[src/rtl/issue_select_multi_pkg.sv]
`default_nettype none
// ============================================================================
// Module      : issue_select_multi_pkg
// Description : Shared types and sizing for the multi-channel issue picker:
//               reservation-buffer entry layout, entry state and unit enums.
// Revision    : 1.0 - initial release
// ============================================================================
package issue_select_multi_pkg;

    localparam int BUF_SIZE     = 8;
    localparam int BUF_SIZE_LOG = $clog2(BUF_SIZE);
    localparam int TAG_W        = BUF_SIZE_LOG + 1;

    typedef enum logic [1:0] {
        S_NOT_EXECUTED   = 2'd0,
        S_ADDR_GENERATED = 2'd1,
        S_EXECUTING      = 2'd2,
        S_DONE           = 2'd3
    } e_state_t;

    typedef enum logic [1:0] {
        ALU    = 2'd0,
        LOAD   = 2'd1,
        STORE  = 2'd2,
        BRANCH = 2'd3
    } unit_t;

    // Tag 0 marks an empty slot; Qj/Qk are producer tags, 0 = operand ready.
    typedef struct packed {
        logic [TAG_W-1:0] tag;
        e_state_t         e_state;
        logic [TAG_W-1:0] Qj;
        logic [TAG_W-1:0] Qk;
        unit_t            Unit;
    } entry_t;

endpackage
`default_nettype wire

[src/rtl/issue_select_multi_rank.sv]
`default_nettype none
// ============================================================================
// Module      : issue_rank_topk
// Description : Combinational ordered top-K selector. Returns up to K eligible
//               buffer indices, oldest (largest tag) first; ties go to the
//               lower index.
// Revision    : 1.0 - initial release
// ============================================================================
module issue_rank_topk
    import issue_select_multi_pkg::*;
#(
    parameter int K = 2
) (
    input  logic [BUF_SIZE-1:0]                   elig,
    input  logic [BUF_SIZE-1:0][TAG_W-1:0]        tags,
    output logic [K-1:0]                          pick_valid,
    output logic [K-1:0][BUF_SIZE_LOG-1:0]        pick_idx
);

    logic [BUF_SIZE-1:0]     w_remain;
    logic                    w_found;
    logic [TAG_W-1:0]        w_best_tag;
    logic [BUF_SIZE_LOG-1:0] w_best_idx;

    // K successive max-tag scans, each removing its winner from the candidate set
    always_comb begin
        w_remain   = elig;
        pick_valid = '0;
        pick_idx   = '0;
        w_found    = 1'b0;
        w_best_tag = '0;
        w_best_idx = '0;
        for (int p = 0; p < K; p++) begin
            w_found    = 1'b0;
            w_best_tag = '0;
            w_best_idx = '0;
            for (int i = 0; i < BUF_SIZE; i++) begin
                // strict compare keeps the lowest index on a tie
                if (w_remain[i] && (!w_found || (tags[i] > w_best_tag))) begin
                    w_found    = 1'b1;
                    w_best_tag = tags[i];
                    w_best_idx = BUF_SIZE_LOG'(i);
                end
            end
            pick_valid[p] = w_found;
            pick_idx[p]   = w_best_idx;
            if (w_found) begin
                w_remain[w_best_idx] = 1'b0;
            end
        end
    end

endmodule
`default_nettype wire

[src/rtl/issue_select_multi.sv]
`default_nettype none
// ============================================================================
// Module      : issue_select_multi
// Description : Multi-channel issue picker. Selects up to ISSUE_WIDTH eligible
//               reservation-buffer entries in tag order into per-channel
//               registers that hold until the functional unit accepts.
// Revision    : 1.0 - initial release
// ============================================================================
module issue_select_multi
    import issue_select_multi_pkg::*;
#(
    parameter int ISSUE_WIDTH = 2
) (
    input  logic                                   clk,
    input  logic                                   rst,
    input  entry_t                                 entries [BUF_SIZE],
    input  logic                                   flush,
    input  logic [ISSUE_WIDTH-1:0]                 fu_ready,
    output logic [ISSUE_WIDTH-1:0]                 issue_valid,
    output logic [ISSUE_WIDTH-1:0][BUF_SIZE_LOG-1:0] issue_idx,
    output logic [ISSUE_WIDTH-1:0][TAG_W-1:0]      issue_tag,
    output logic [BUF_SIZE-1:0]                    issue_fire
);

    logic [ISSUE_WIDTH-1:0]                   valid_q, valid_d;
    logic [ISSUE_WIDTH-1:0][BUF_SIZE_LOG-1:0] idx_q, idx_d;
    logic [ISSUE_WIDTH-1:0][TAG_W-1:0]        tag_q, tag_d;

    logic [ISSUE_WIDTH-1:0]                   w_fire;
    logic [ISSUE_WIDTH-1:0]                   w_free;
    logic [BUF_SIZE-1:0]                      w_pending;
    logic [BUF_SIZE-1:0]                      w_elig;
    logic [BUF_SIZE-1:0][TAG_W-1:0]           w_tags;
    logic [BUF_SIZE-1:0]                      w_older_store;
    logic                                     w_dup_tag;
    logic [ISSUE_WIDTH-1:0]                   w_pick_valid;
    logic [ISSUE_WIDTH-1:0][BUF_SIZE_LOG-1:0] w_pick_idx;

    // Handshake decode: per-channel fire, entry fire map and held-entry mask.
    // A channel firing this cycle still counts as pending, because the buffer
    // only advances the entry state at the coming edge.
    always_comb begin
        w_fire     = '0;
        w_pending  = '0;
        issue_fire = '0;
        for (int k = 0; k < ISSUE_WIDTH; k++) begin
            w_fire[k] = valid_q[k] & fu_ready[k] & ~rst;
            if (valid_q[k]) begin
                w_pending[idx_q[k]] = 1'b1;
            end
            if (w_fire[k]) begin
                issue_fire[idx_q[k]] = 1'b1;
            end
        end
        w_free = ~valid_q | w_fire;
    end

    // Per-entry eligibility: operands ready, or address generated with no older store
    always_comb begin
        w_tags        = '0;
        w_older_store = '0;
        w_elig        = '0;
        for (int i = 0; i < BUF_SIZE; i++) begin
            w_tags[i] = entries[i].tag;
            for (int j = 0; j < BUF_SIZE; j++) begin
                if ((entries[j].Unit == STORE) && (entries[j].tag != '0) &&
                    (entries[j].tag > entries[i].tag)) begin
                    w_older_store[i] = 1'b1;
                end
            end
            w_elig[i] = (entries[i].tag != '0) && !w_pending[i] &&
                        (((entries[i].e_state == S_NOT_EXECUTED) &&
                          (entries[i].Qj == '0) && (entries[i].Qk == '0)) ||
                         ((entries[i].e_state == S_ADDR_GENERATED) && !w_older_store[i]));
        end
    end

    issue_rank_topk #(
        .K (ISSUE_WIDTH)
    ) u_rank (
        .elig       (w_elig),
        .tags       (w_tags),
        .pick_valid (w_pick_valid),
        .pick_idx   (w_pick_idx)
    );

    // Fill/hold mux: the n-th free channel (ascending k) takes the n-th ranked pick
    always_comb begin
        int slot;
        valid_d = valid_q;
        idx_d   = idx_q;
        tag_d   = tag_q;
        slot    = 0;
        for (int k = 0; k < ISSUE_WIDTH; k++) begin
            if (w_free[k]) begin
                valid_d[k] = 1'b0;
                for (int p = 0; p < ISSUE_WIDTH; p++) begin
                    if ((p == slot) && w_pick_valid[p]) begin
                        valid_d[k] = 1'b1;
                        idx_d[k]   = w_pick_idx[p];
                        tag_d[k]   = w_tags[w_pick_idx[p]];
                    end
                end
                slot = slot + 1;
            end
        end
        if (flush) begin
            valid_d = '0;
        end
    end

    // Channel registers
    always_ff @(posedge clk or posedge rst) begin
        if (rst) begin
            valid_q <= '0;
            idx_q   <= '0;
            tag_q   <= '0;
        end else begin
            valid_q <= valid_d;
            idx_q   <= idx_d;
            tag_q   <= tag_d;
        end
    end

    assign issue_valid = valid_q;
    assign issue_idx   = idx_q;
    assign issue_tag   = tag_q;

    // Duplicate non-zero tag detection for the buffer-integrity assertion
    always_comb begin
        w_dup_tag = 1'b0;
        for (int i = 0; i < BUF_SIZE; i++) begin
            for (int j = i + 1; j < BUF_SIZE; j++) begin
                if ((entries[i].tag != '0) && (entries[i].tag == entries[j].tag)) begin
                    w_dup_tag = 1'b1;
                end
            end
        end
    end

`ifndef SYNTHESIS
    // The reservation buffer must never present two live entries with one tag
    always_ff @(posedge clk) begin
        if (!rst) begin
            assert (!w_dup_tag);
        end
    end
`endif

endmodule
`default_nettype wire

[config.mk]
export PLATFORM = sky130hd
export DESIGN_NAME = issue_select_multi
export DESIGN_NICKNAME = d
export VERILOG_FILES = /design/src/rtl/issue_select_multi_pkg.sv /design/src/rtl/issue_select_multi_rank.sv /design/src/rtl/issue_select_multi.sv
export SDC_FILE = /design/constraint.sdc
export NUM_CORES = 1
export LEC_CHECK = 0
export ABC_AREA = 1
export CORE_MARGIN = 1
export CORE_UTILIZATION = 30
export CTS_BUF_LIST = sky130_fd_sc_hd__clkbuf_4
export CTS_CLUSTER_DIAMETER = 50
export DETAILED_ROUTE_END_ITERATION = 10
export GPL_ROUTABILITY_DRIVEN = 0
export SLEW_MARGIN = 20
export SYNTH_ARGS = -nofsm -noshare
export SYNTH_HDL_FRONTEND = slang
export SYNTH_SLANG_ARGS = --single-unit
[constraint.sdc]
create_clock -name clk -period 18.2 [get_ports clk]
set_input_delay 3.64 -clock clk [delete_from_list [all_inputs] [get_ports clk]]
set_output_delay 3.64 -clock clk [all_outputs]
set_load 0.01 [all_outputs]
# --- Word level (Yosys, flattened, before mapping) ---
# Cells that the tools add are included.
word_totals:
  reg_bits: 16
  input_bits: 133
  output_inout_bits: 24
  wordCells: 474
classes:
  n_lt_le_gt_ge: 85
  n_eq_ne: 17
  mux: 134
  n_bitwise: 11
  reduce_logical: 221
ops:
  columns: ["cell", "count"]
  rows:
  - ["greater-than comparator 4 bit", 78]
  - ["logical AND 1 bit", 131]
  - ["2-to-1 mux 1 bit", 91]
  - ["2-to-1 mux 4 bit", 18]
  - ["logical NOT 4 bit", 16]
  - ["2-to-1 mux 8 bit", 5]
  - ["equality test 2 x 32 -> 1 bit, first input constant", 1]
  - ["logical NOT 32 bit", 1]
  - ["nonzero test 4 bit", 8]
  - ["logical NOT 1 bit", 30]
  - ["2-to-1 mux 3 bit", 10]
  - ["binary-select mux 4 bit (select 3 bit)", 2]
  - ["logical OR 1 bit", 22]
  - ["equality test 2 x 1 -> 1 bit, second input constant", 8]
  - ["equality test 2 bit, second input constant", 8]
  - ["logical NOT 2 bit", 8]
  - ["less-than comparator 3 x 4 -> 1 bit, second input constant", 4]
  - ["bitwise OR 8 bit", 2]
  - ["2-to-1 mux 2 bit", 5]
  - ["demux 1 bit (select 3 bit)", 3]
  - [">= comparator 3 x 1 -> 1 bit, second input constant", 3]
  - ["bitwise AND 8 bit", 1]
  - ["inverter 8 bit", 1]
  - ["nonzero test 2 bit", 3]
  - ["other kinds (5)", 9]

# --- Depth between registers and ports, before layout ---
# Gate-level depths: netlist of the first run.
logic_depth:
  word_depth: 84
  mapped_depth: 166
  ltp_nobuf: 159

# --- Modules after synthesis ---
# A second synthesis of the first run with hierarchy kept.
unflattened:
  cells_unflattened: 1387
  hier_area_um2: 7862.5
by_module_without_submodules:
  columns: ["mod", "instances", "cells_per_inst", "area_each_um2", "seq_area_each_um2"]
  rows:
  - ["issue_select_multi", 1, 959, 5388.9, 400.4]
  - ["issue_rank_topk", 1, 428, 2473.6, 0.0]

# --- Worst setup path before layout of the first run ---
# Ideal clock, no wire load.
synth_path:
  path_type: "input-to-reg"
  from: "in entries[29] (netlist bit)"
  to: "reg tag_q (netlist bit issue_tag[4])"
  setup_ns: 0.113
  arrival_time_ns: 19.264
  t_required_ns: 18.087
  slack_ns: -1.177
  path_stages: 155
  n_path_buf: 7
  path_cell_list: "inv_1 > ha_1 > inv_1 > o21bai_1 > nand2_1 > nand3_1 > nand2_1 > nor2_1 > nand2_1 > nand2_2 > nand2_4 > nor2_1 > inv_1 > ha_1 > a21oi_1 > nor2_1 > o32ai_1 > nand3_1 > [... 119 more ...] > buf_4 > nand2_1 > o21ai_1 > ha_1 > nand2_1 > inv_1 > a32o_1 > nand2_1 > nand2_4 > nand2_4 > buf_6 > nand2_1 > nand3_1 > nand2_1 > nand2_1 > nand3_1 > nand2_1 > inv_1"
synth_via:
  elab_chain_len: 77
  word_cells_on_any_way: 205
  cone_classes: "order compare: 31; mux: 75; bitwise: 2; reduce/logical: 97"
synth_lines:
  columns: ["element", "line", "source"]
  rows:
  - ["start: declaration", "issue_select_multi.sv:16", "input entry_t entries [BUF_SIZE],"]
  - ["parallel branches: the longest is 77 deep, another holds greater-than comparator 4 bit", null, null]
  - ["end signal: assignment", "issue_select_multi.sv:121", "tag_q <= tag_d;"]
  - ["end: declaration", "issue_select_multi.sv:27", "logic [ISSUE_WIDTH-1:0][TAG_W-1:0] tag_q, tag_d;"]
# Several ways; the timed one is not identified. The select of a mux whose other input is x is not followed.
# A chain may end at the register's enable or synchronous reset.

# --- Worst setup path in the final report of the first run ---
layout_path:
  from: "in entries[127] (netlist bit)"
  to: "reg tag_q (netlist bit issue_tag[4])"
layout_via:
  elab_chain_len: 83
  word_cells_on_any_way: 247
  cone_classes: "order compare: 31; mux: 117; bitwise: 2; reduce/logical: 97"
layout_lines:
  columns: ["element"]
  rows:
  - ["parallel branches: the longest is 83 deep, another holds greater-than comparator 4 bit"]
# Several ways; the timed one is not identified. The select of a mux whose other input is x is not followed.

==> impl_metrics.yaml, run 1 <==
logic_synthesis:
  yosysTopAreaCell: "ha_1"
  synth_seq_area_share: 0.0534
  synth_top_family_by_area: "simple AND/OR/NAND/NOR gates"
  synth_seq_cells: 16
  syn-cell-area_sq_um: 7490
  syn_area_per_cell_sq_um: 6.25
  synth_xor_area_frac: 0
  synth_common_cells: "nand2_1 (278), ha_1 (168), inv_1 (156)"
  yosys.area_share.simple: 0.379
  synthMuxAreaShare: 0
  synth_edf_count: 0
  synthCells: 1199
  synthMostInstantiatedCell: "nand2_1"
  syn-num-nets: 1500
  synth_fa_ha_area_frac: 0.281
  yosysWarnings: 0
  synth-compound-area-share: 0.191
  synth_top_area_frac: 0.281
  ys_async_sr_fraction: 1.00
  yosys_most_used_dff: "dfrtp_1"
  ys_types: 44
  synth_area_leaders: "ha_1 (28%), nand2_1 (14%), inv_1 (7.8%)"
timing:
  slew_headroom: 0.195
  fin_tns_setup_ps: -9730
  timing.fmax_mhz: 50.8
  rsz0062_at_grt: "true"
  fin_skew_ps: 4.22
  fin_crit_sh: 1.08
  finalHoldViolCount: 0
  period_needed_ps: 19700
  setup_viol: 7
  worst_pin_slew_ps: 1180
  worst_hold_slack_ps: 497
  setup_slack_ps: -1500
  drv_slew: 0
route:
  vias: 10300
  routedWlPerCell_um: 17.4
  routed_wl_um: 34200
  viasPerCell: 5.24
  first_iter_violations: 805
  firstDrtPassIters: 6
  ant_nets: 0
  drc_errors: 0
clock_tree:
  htreeDepth: 1
  root_buffer: "clkbuf_4"
  numCtsBuffers: 3
  clock_latency_ps: 290
  cts_sinks: 16
  clk_pin_slew_ps: 90
  tritoncts: "done"
  clk_path_buf_depth: 2
floorplan:
  start_util: 0.307
  core_area_sq_um: 24400
  ios: 157
  die_y_um: 160
  row_count: 57
  die-area_sq_um: 25600
  die_w_um: 160
worst_hold_path:
  whs_endpoint: "issue_tag[3]"
  holdPathStages: 2
  min_path_type: "reg -> reg"
  hold_start: "issue_tag[3]"
critical_path:
  slowest_delay_ps: 340
  end_kind: "register"
  crit_path_max_fanout: 8
  r2r_cells: 144
  crit_top_cell: "nand2_1"
  r2r-start: "issue_idx[2]"
  crit_required_ps: 18440
  cp.arrival_ps: 19940
  crit_type: "in -> reg"
  start_kind: "input pin"
  r2r_end: "issue_tag[4]"
  slowest_stage: "a21oi_1"
  r2r_slack_ps: 1870
power_and_ir_drop:
  combPwrFrac: 0.896
  p_per_area_nw_per_um2: 65.7
  p_seq_frac: 0.081
  p_int_mw: 0.407
  clkPwrFrac: 0.023
  p_switching_mw: 0.426
  p_leak_nw: 6.48
  peakVddDrop_uv: 39.6
  p_sw_frac: 0.511
grt:
  grt_usage: 0.257
  antenna_found_initial: 0
  grt_pass1_wl_um: 52500
  grt_pass1_vias: 9944
  grt-ovfl-total: 0
  grt_max_degree: 19
flow_run:
  maxCapViolCount: 0
placement:
  hpwlAfterDp_um: 25900
  io_buffers: 156
outcome:
  violations: "setup timing"
  outcome: "complete, but fails checks"
finish:
  syn2layout_area_growth_pct: 69.4
  utilization: 0.520
  fin_nets: 1946
  antenna_cells: 0
  final_layout_size_suffix_gt1_frac: 0.342
## worst max path at each step
| stage | slack [ps] | start | endpoint |
|---|---|---|---|
| floorplan | -730 | entries[29] | issue_tag[4] |
| CTS | -880 | entries[125] | issue_tag[7] |
| global route | -2690 | entries[124] | issue_tag[4] |
| global placement | -1980 | entries[124] | issue_tag[7] |
| finish | -1500 | entries[127] | issue_tag[4] |
| detailed placement | -2490 | entries[124] | issue_tag[5] |
## cells in the final DEF, fill, tap and decap left out, drive strengths merged, types with 2 or more instances in the layout
master / n
a2111oi: 4
a21oi: 76
o211ai: 6
clkdlybuf4s50: 124
clkdlybuf4s15: 4
o21ai: 102
nor2: 107
or2: 4
nor3: 12
o22ai: 9
inv: 167
buf: 292
o21bai: 25
nand2: 319
nor4: 19
a221oi: 5
clkbuf: 3
ha: 168
clkinv: 2
dfrtp: 16
nand3: 124
nand4: 24
dlygate4sd2: 24
clkinvlp: 2
## stage by stage
step | power (mW) | instance area [sq um] | worst slack (ps) | std cells
after detailed placement | 0.648 | 10900 | -2490 | 1857
final | 0.834 | 12700 | -1500 | 1968
after floorplan | 0.403 | 7600 | -731 | 1199
after CTS | 0.756 | 12100 | -884 | 1951
after global placement | 0.639 | 10900 | -1980 | 1857
after global routing | 0.909 | 12700 | -2690 | 1968
## layout make-up
type | count | area [sq um]
inverters | 170 | 648
clock inverters | 1 | 3.75
well taps | 324 | 405
repair buffers | 444 | 3880
multi-input cells | 1010 | 7320
clock buffers | 3 | 22.5
flip-flops and latches | 16 | 400
fillers | 2326 | 11700
## power groups by stage
stage / clock [mW] / combinational [mW] / sequential, mW
finish: 0.0195 / 0.747 / 0.0673
CTS: 0.0198 / 0.670 / 0.0670
detailed placement: 0 / 0.580 / 0.0677
global placement: 0 / 0.572 / 0.0678
floorplan: 0 / 0.331 / 0.0722
global route: 0.0216 / 0.817 / 0.0700
## critical path, delay by kind of cell
kind            cells  cell delay, ps
fa+ha+maj          14            3640
buf+inv            23            2300
simple gates       79            6690
compound gates     34            3710
## registers in the layout (all words and copies together) (netlist names)
name and flops:
issue_idx 6, issue_tag 8, issue_valid 2
## metal layers
layer / vias up / track usage / share of wire
met3: 117 / 0.0304 / 0.074
met4: 0 / 0.118 / 0.055
met2: 495 / 0.419 / 0.45
met1: 4665 / 0.338 / 0.43
li1: 5027 / - / -
met5: - / 0 / 0
## timing repair
action                                  4_1_cts  5_1_grt
pin swaps                                    91       97
gates resized for setup                     168      106
setup buffers                                81       17
gates cloned                                  9        0
endpoints found under the setup margin        7        7
hold buffers                                  0        0
## cell families after synthesis
family	count (synthesis)
buf+inv	181
fa+ha+maj	168
simple gates	602
flops	16
compound gates	232
(Power assumes the default switching activity.)
==> run 2, diff against run 1 <==
SKIP_CTS_REPAIR_TIMING = 1   (was unset)
==> impl_metrics.yaml, run 2 (synthesis results as in run 1) <==
finish:
  instances_no_fill: 1900
  antenna_cells: 0
  layout_commonest_cell: "nand2_1"
  final_layout_size_suffix_gt1_frac: 0.306
  syn2layout_area_growth_pct: 62.3
  layout_common_cells: "nand2_1 (232), buf_4 (205), ha_1 (146), inv_1 (135), clkdlybuf4s50_1 (125)"
  fin_nets: 1878
  largest_reg_flops: 8
placement:
  dp_cells: 1857
  hpwlAfterDp_um: 25900
  io_buffers: 156
grt:
  grt_usage: 0.238
  antenna_found_initial: 0
  grt_max_degree: 19
  grt-ovfl-total: 0
  grt_pass1_wl_um: 48400
  grt_pass1_vias: 9118
worst_hold_path:
  min_path_type: "reg -> reg"
critical_path:
  slowest_delay_ps: 310
  crit_path_max_fanout: 8
  end_kind: "register"
  crit_top_cell: "nand2_1"
  crit_type: "in -> reg"
  cp.arrival_ps: 19770
  slowest_stage: "ha_1"
  crit_required_ps: 18440
  start_kind: "input pin"
floorplan:
  die-area_sq_um: 25600
  core_area_sq_um: 24400
  die_w_um: 160
  ios: 157
  start_util: 0.307
  die_y_um: 160
  row_count: 57
timing:
  period_needed_ps: 19530
  fin_skew_ps: 2.45
  drv_slew: 0
  fin_crit_sh: 1.07
  finalHoldViolCount: 0
  rsz0062_at_grt: "true"
  slew_headroom: 0.296
  setup_viol: 7
  setup_slack_ps: -1330
  timing.fmax_mhz: 51.2
  worst_hold_slack_ps: 496
  worst_pin_slew_ps: 1030
route:
  firstDrtPassIters: 5
  viasPerCell: 5.14
  drc_errors: 0
  routedWlPerCell_um: 17.0
  first_iter_violations: 671
  vias: 9775
  routed_wl_um: 32400
  ant_nets: 0
clock_tree:
  clk_path_buf_depth: 2
  clk_pin_slew_ps: 90
  clock_latency_ps: 290
  root_buffer: "clkbuf_4"
  tritoncts: "done"
  cts_sinks: 16
  numCtsBuffers: 3
  htreeDepth: 1
power_and_ir_drop:
  p_leak_nw: 6.37
  p_per_area_nw_per_um2: 63.4
  peakVddDrop_uv: 39.3
outcome:
  outcome: "complete, but fails checks"
  violations: "setup timing"
flow_run:
  maxCapViolCount: 0
-- run 2: changes by cell type in the layout (fill, tap and decap cells not counted), sizes merged --
cell and change:
clkbuf +1, clkdlybuf4s15 -4, dlygate4sd2 -24, buf -71
dlymetal6s2s +29, clkdlybuf4s50 +1
-- run 2: final timing paths --
check / cells past startpoint / to / from / slack, ps
min in group asynchronous: 2 / issue_valid[0] / rst / 3750
hold reg to reg: 2 / issue_tag[3] / issue_tag[3] / 500
setup reg to reg: 146 / issue_tag[7] / issue_idx[2] / 2030
setup / recovery: 154 / issue_tag[7] / entries[125] / -1330
max in group asynchronous: 2 / issue_idx[5] / rst / 14020
hold / removal: 2 / issue_tag[3] / issue_tag[3] / 500
-- run 2: where the power goes --
part	switching [mW]	internal [mW]	total [mW]
clock network	0.0115	0.00798	0.0195
registers	0.0156	0.0516	0.0672
logic	0.379	0.305	0.684
-- run 2: critical path, delay by kind of cell --
kind	cells	cell delay, ps
buffers and inverters	17	1180
AOI/OAI and AO/OA	35	3710
and+or+nand+nor	87	7120
adders and majority gates	15	4060
-- run 2: area by class of cell --
type                       instances  area, sq um
multi-input combinational       1010         7270
tap                              324          405
timing repair buffer             376         3400
clock inverter                     1         3.75
clock buffer                       3         22.5
sequential                        16          400
fill                            2418        12200
inverter                         170          648
-- run 2: per-layer routing --
metal | routed length, um | global-route usage
met5 | 0 | 0
met4 | 1460 | 0.0835
met3 | 2150 | 0.0229
met2 | 14300 | 0.391
met1 | 14500 | 0.324
-- run 2: per-stage QoR --
step / TNS, ps / util / area (sq um) / setup slack, ps / total power, mW
after floorplan: -4690 / - / 7600 / -731 / 0.403
after global placement: -13130 / 0.448 / 10900 / -1980 / 0.639
after detailed placement: -16770 / 0.448 / 10900 / -2490 / 0.648
after CTS: -15010 / 0.449 / 11000 / -2240 / 0.670
after global routing: -16310 / 0.498 / 12200 / -2470 / 0.843
final: -8410 / 0.498 / 12200 / -1330 / 0.770
==> run 3, diff against run 2 <==
HOLD_SLACK_MARGIN = 0.1   (was unset)
clock period = 24.5 ns   (was 18.2 ns; I/O delays follow)
==> impl_metrics.yaml, run 3 (synthesis results as in run 1) <==
route:
  firstDrtPassIters: 5
  viasPerCell: 5.25
  routedWlPerCell_um: 17.0
  vias: 8945
  ant_nets: 0
  first_iter_violations: 643
  drc_errors: 0
  routed_wl_um: 29000
timing:
  finalHoldViolCount: 0
  drv_slew: 0
  slew_headroom: 0.306
  fin_skew_ps: 5.55
  period_needed_ps: 22690
  timing.fmax_mhz: 44.1
  setup_viol: 0
  worst_pin_slew_ps: 1010
  fin_tns_setup_ps: 0
  fin_crit_sh: 0.926
  worst_hold_slack_ps: 497
floorplan:
  die_w_um: 160
  core_area_sq_um: 24400
  start_util: 0.307
  die-area_sq_um: 25600
  ios: 157
  row_count: 57
  die_y_um: 160
clock_tree:
  root_buffer: "clkbuf_4"
  numCtsBuffers: 3
  clock_latency_ps: 290
  cts_sinks: 16
  htreeDepth: 1
  clk_pin_slew_ps: 100
  tritoncts: "done"
  clk_path_buf_depth: 2
worst_hold_path:
  whs_endpoint: "issue_tag[2]"
  hold_start: "issue_tag[2]"
  min_path_type: "reg -> reg"
  holdPathStages: 2
critical_path:
  cp.arrival_ps: 22890
  r2r_cells: 146
  r2r_end: "issue_tag[4]"
  slowest_stage: "dlymetal6s2s_1"
  slowest_delay_ps: 480
  crit_top_cell: "nand2_1"
  end_kind: "register"
  crit_buf_inv: 16
  r2r-start: "issue_idx[2]"
  r2r_slack_ps: 6970
  cp_top_family: "simple AND/OR/NAND/NOR gates"
  start_kind: "input pin"
  crit_path_max_fanout: 17
  crit_type: "in -> reg"
  crit_required_ps: 24690
power_and_ir_drop:
  combPwrFrac: 0.856
  p_switching_mw: 0.252
  p_seq_frac: 0.112
  p_sw_frac: 0.567
  p_leak_nw: 5.17
  peakVddDrop_uv: 21.5
  clkPwrFrac: 0.032
  p_total_mw: 0.444
  p_int_mw: 0.192
  p_per_area_nw_per_um2: 45.5
finish:
  final_layout_size_suffix_gt1_frac: 0.102
  n_fill_cell: 2667
  fin_nets: 1681
  largest_reg_flops: 8
  instances_no_fill: 1704
  layout_common_cells: "nand2_1 (274), ha_1 (168), inv_1 (150), clkdlybuf4s50_1 (143), nand3_1 (115)"
  layout_commonest_cell: "nand2_1"
  utilization: 0.400
  syn2layout_area_growth_pct: 30.2
placement:
  dp_cells: 1683
  hpwlAfterDp_um: 23900
  io_buffers: 156
grt:
  grt_pass1_vias: 8332
  antenna_found_initial: 1
  grt_pass1_wl_um: 44700
  grt_usage: 0.221
  grt_max_degree: 20
  grt-ovfl-total: 0
outcome:
  outcome: "completed"
flow_run:
  maxCapViolCount: 0
run 3: cell types whose count changed in the layout (fill, tap and decap cells not counted), moves of 17 or more:
cell / previous run / this run
buf_4: 205 / 30
clkdlybuf4s50_1: 125 / 143
ha_1: 146 / 168
ha_4: 19 / 0
inv_2: 31 / 14
nand2_1: 232 / 274
nand2_2: 59 / 20
nand3_1: 93 / 115
nand3_2: 28 / 7
o21ai_0: 46 / 71
o21ai_2: 33 / 14
run 3: worst min-delay path, cell delays in order, from the launching register on:
cell     delay [ps]
dfrtp_1         350
nand2_1          50
o21ai_0          60
run 3: through the flow:
step | area, sq um | setup slack [ps]
floorplan | 7490 | 3860
global placement | 9480 | 827
detailed placement | 9480 | 453
CTS | 9510 | 725
global route | 9750 | -3.00
finish | 9750 | 1810
run 3: power groups by stage:
stage	Clock, mW	Sequential (mW)	Combinational (mW)
after global placement	0	0.0506	0.362
after detailed placement	0	0.0506	0.367
final	0.0143	0.0499	0.380
after CTS	0.0148	0.0501	0.368
after global routing	0.0164	0.0521	0.425
after floorplan	0	0.0536	0.238
run 3: final cells by class:
| cell class | instances | area, sq um | area share |
|---|---|---|---|
| Clock inverter | 1 | 3.75 | 0.000385 |
| Multi-Input combinational cell | 1002 | 6420 | 0.659 |
| Sequential cell | 16 | 400 | 0.0410 |
| Tap cell | 324 | 405 | 0.0416 |
| Clock buffer | 3 | 22.5 | 0.00231 |
| Timing Repair Buffer | 187 | 1840 | 0.189 |
| Inverter | 170 | 657 | 0.0673 |
| Antenna cell | 1 | 2.50 | 0.000257 |
run 3: how the worst max path moves through the flow:
stage	from	depth (start not counted)	end	slack, ps
floorplan	entries[29]	155	issue_tag[4]	3860
global placement	entries[93]	147	issue_tag[7]	830
detailed placement	entries[93]	149	issue_tag[7]	450
CTS	entries[93]	149	issue_tag[7]	720
global route	entries[109]	159	issue_tag[7]	-3
finish	entries[93]	153	issue_tag[4]	1810
run 3: routing by layer:
metal  up-vias  track usage  wire length, um
met4         0       0.0688              911
met5         -            0                0
met1      4032        0.293            13100
li1       4486            -                -
met2       370        0.378            13200
met3        57       0.0197             1840
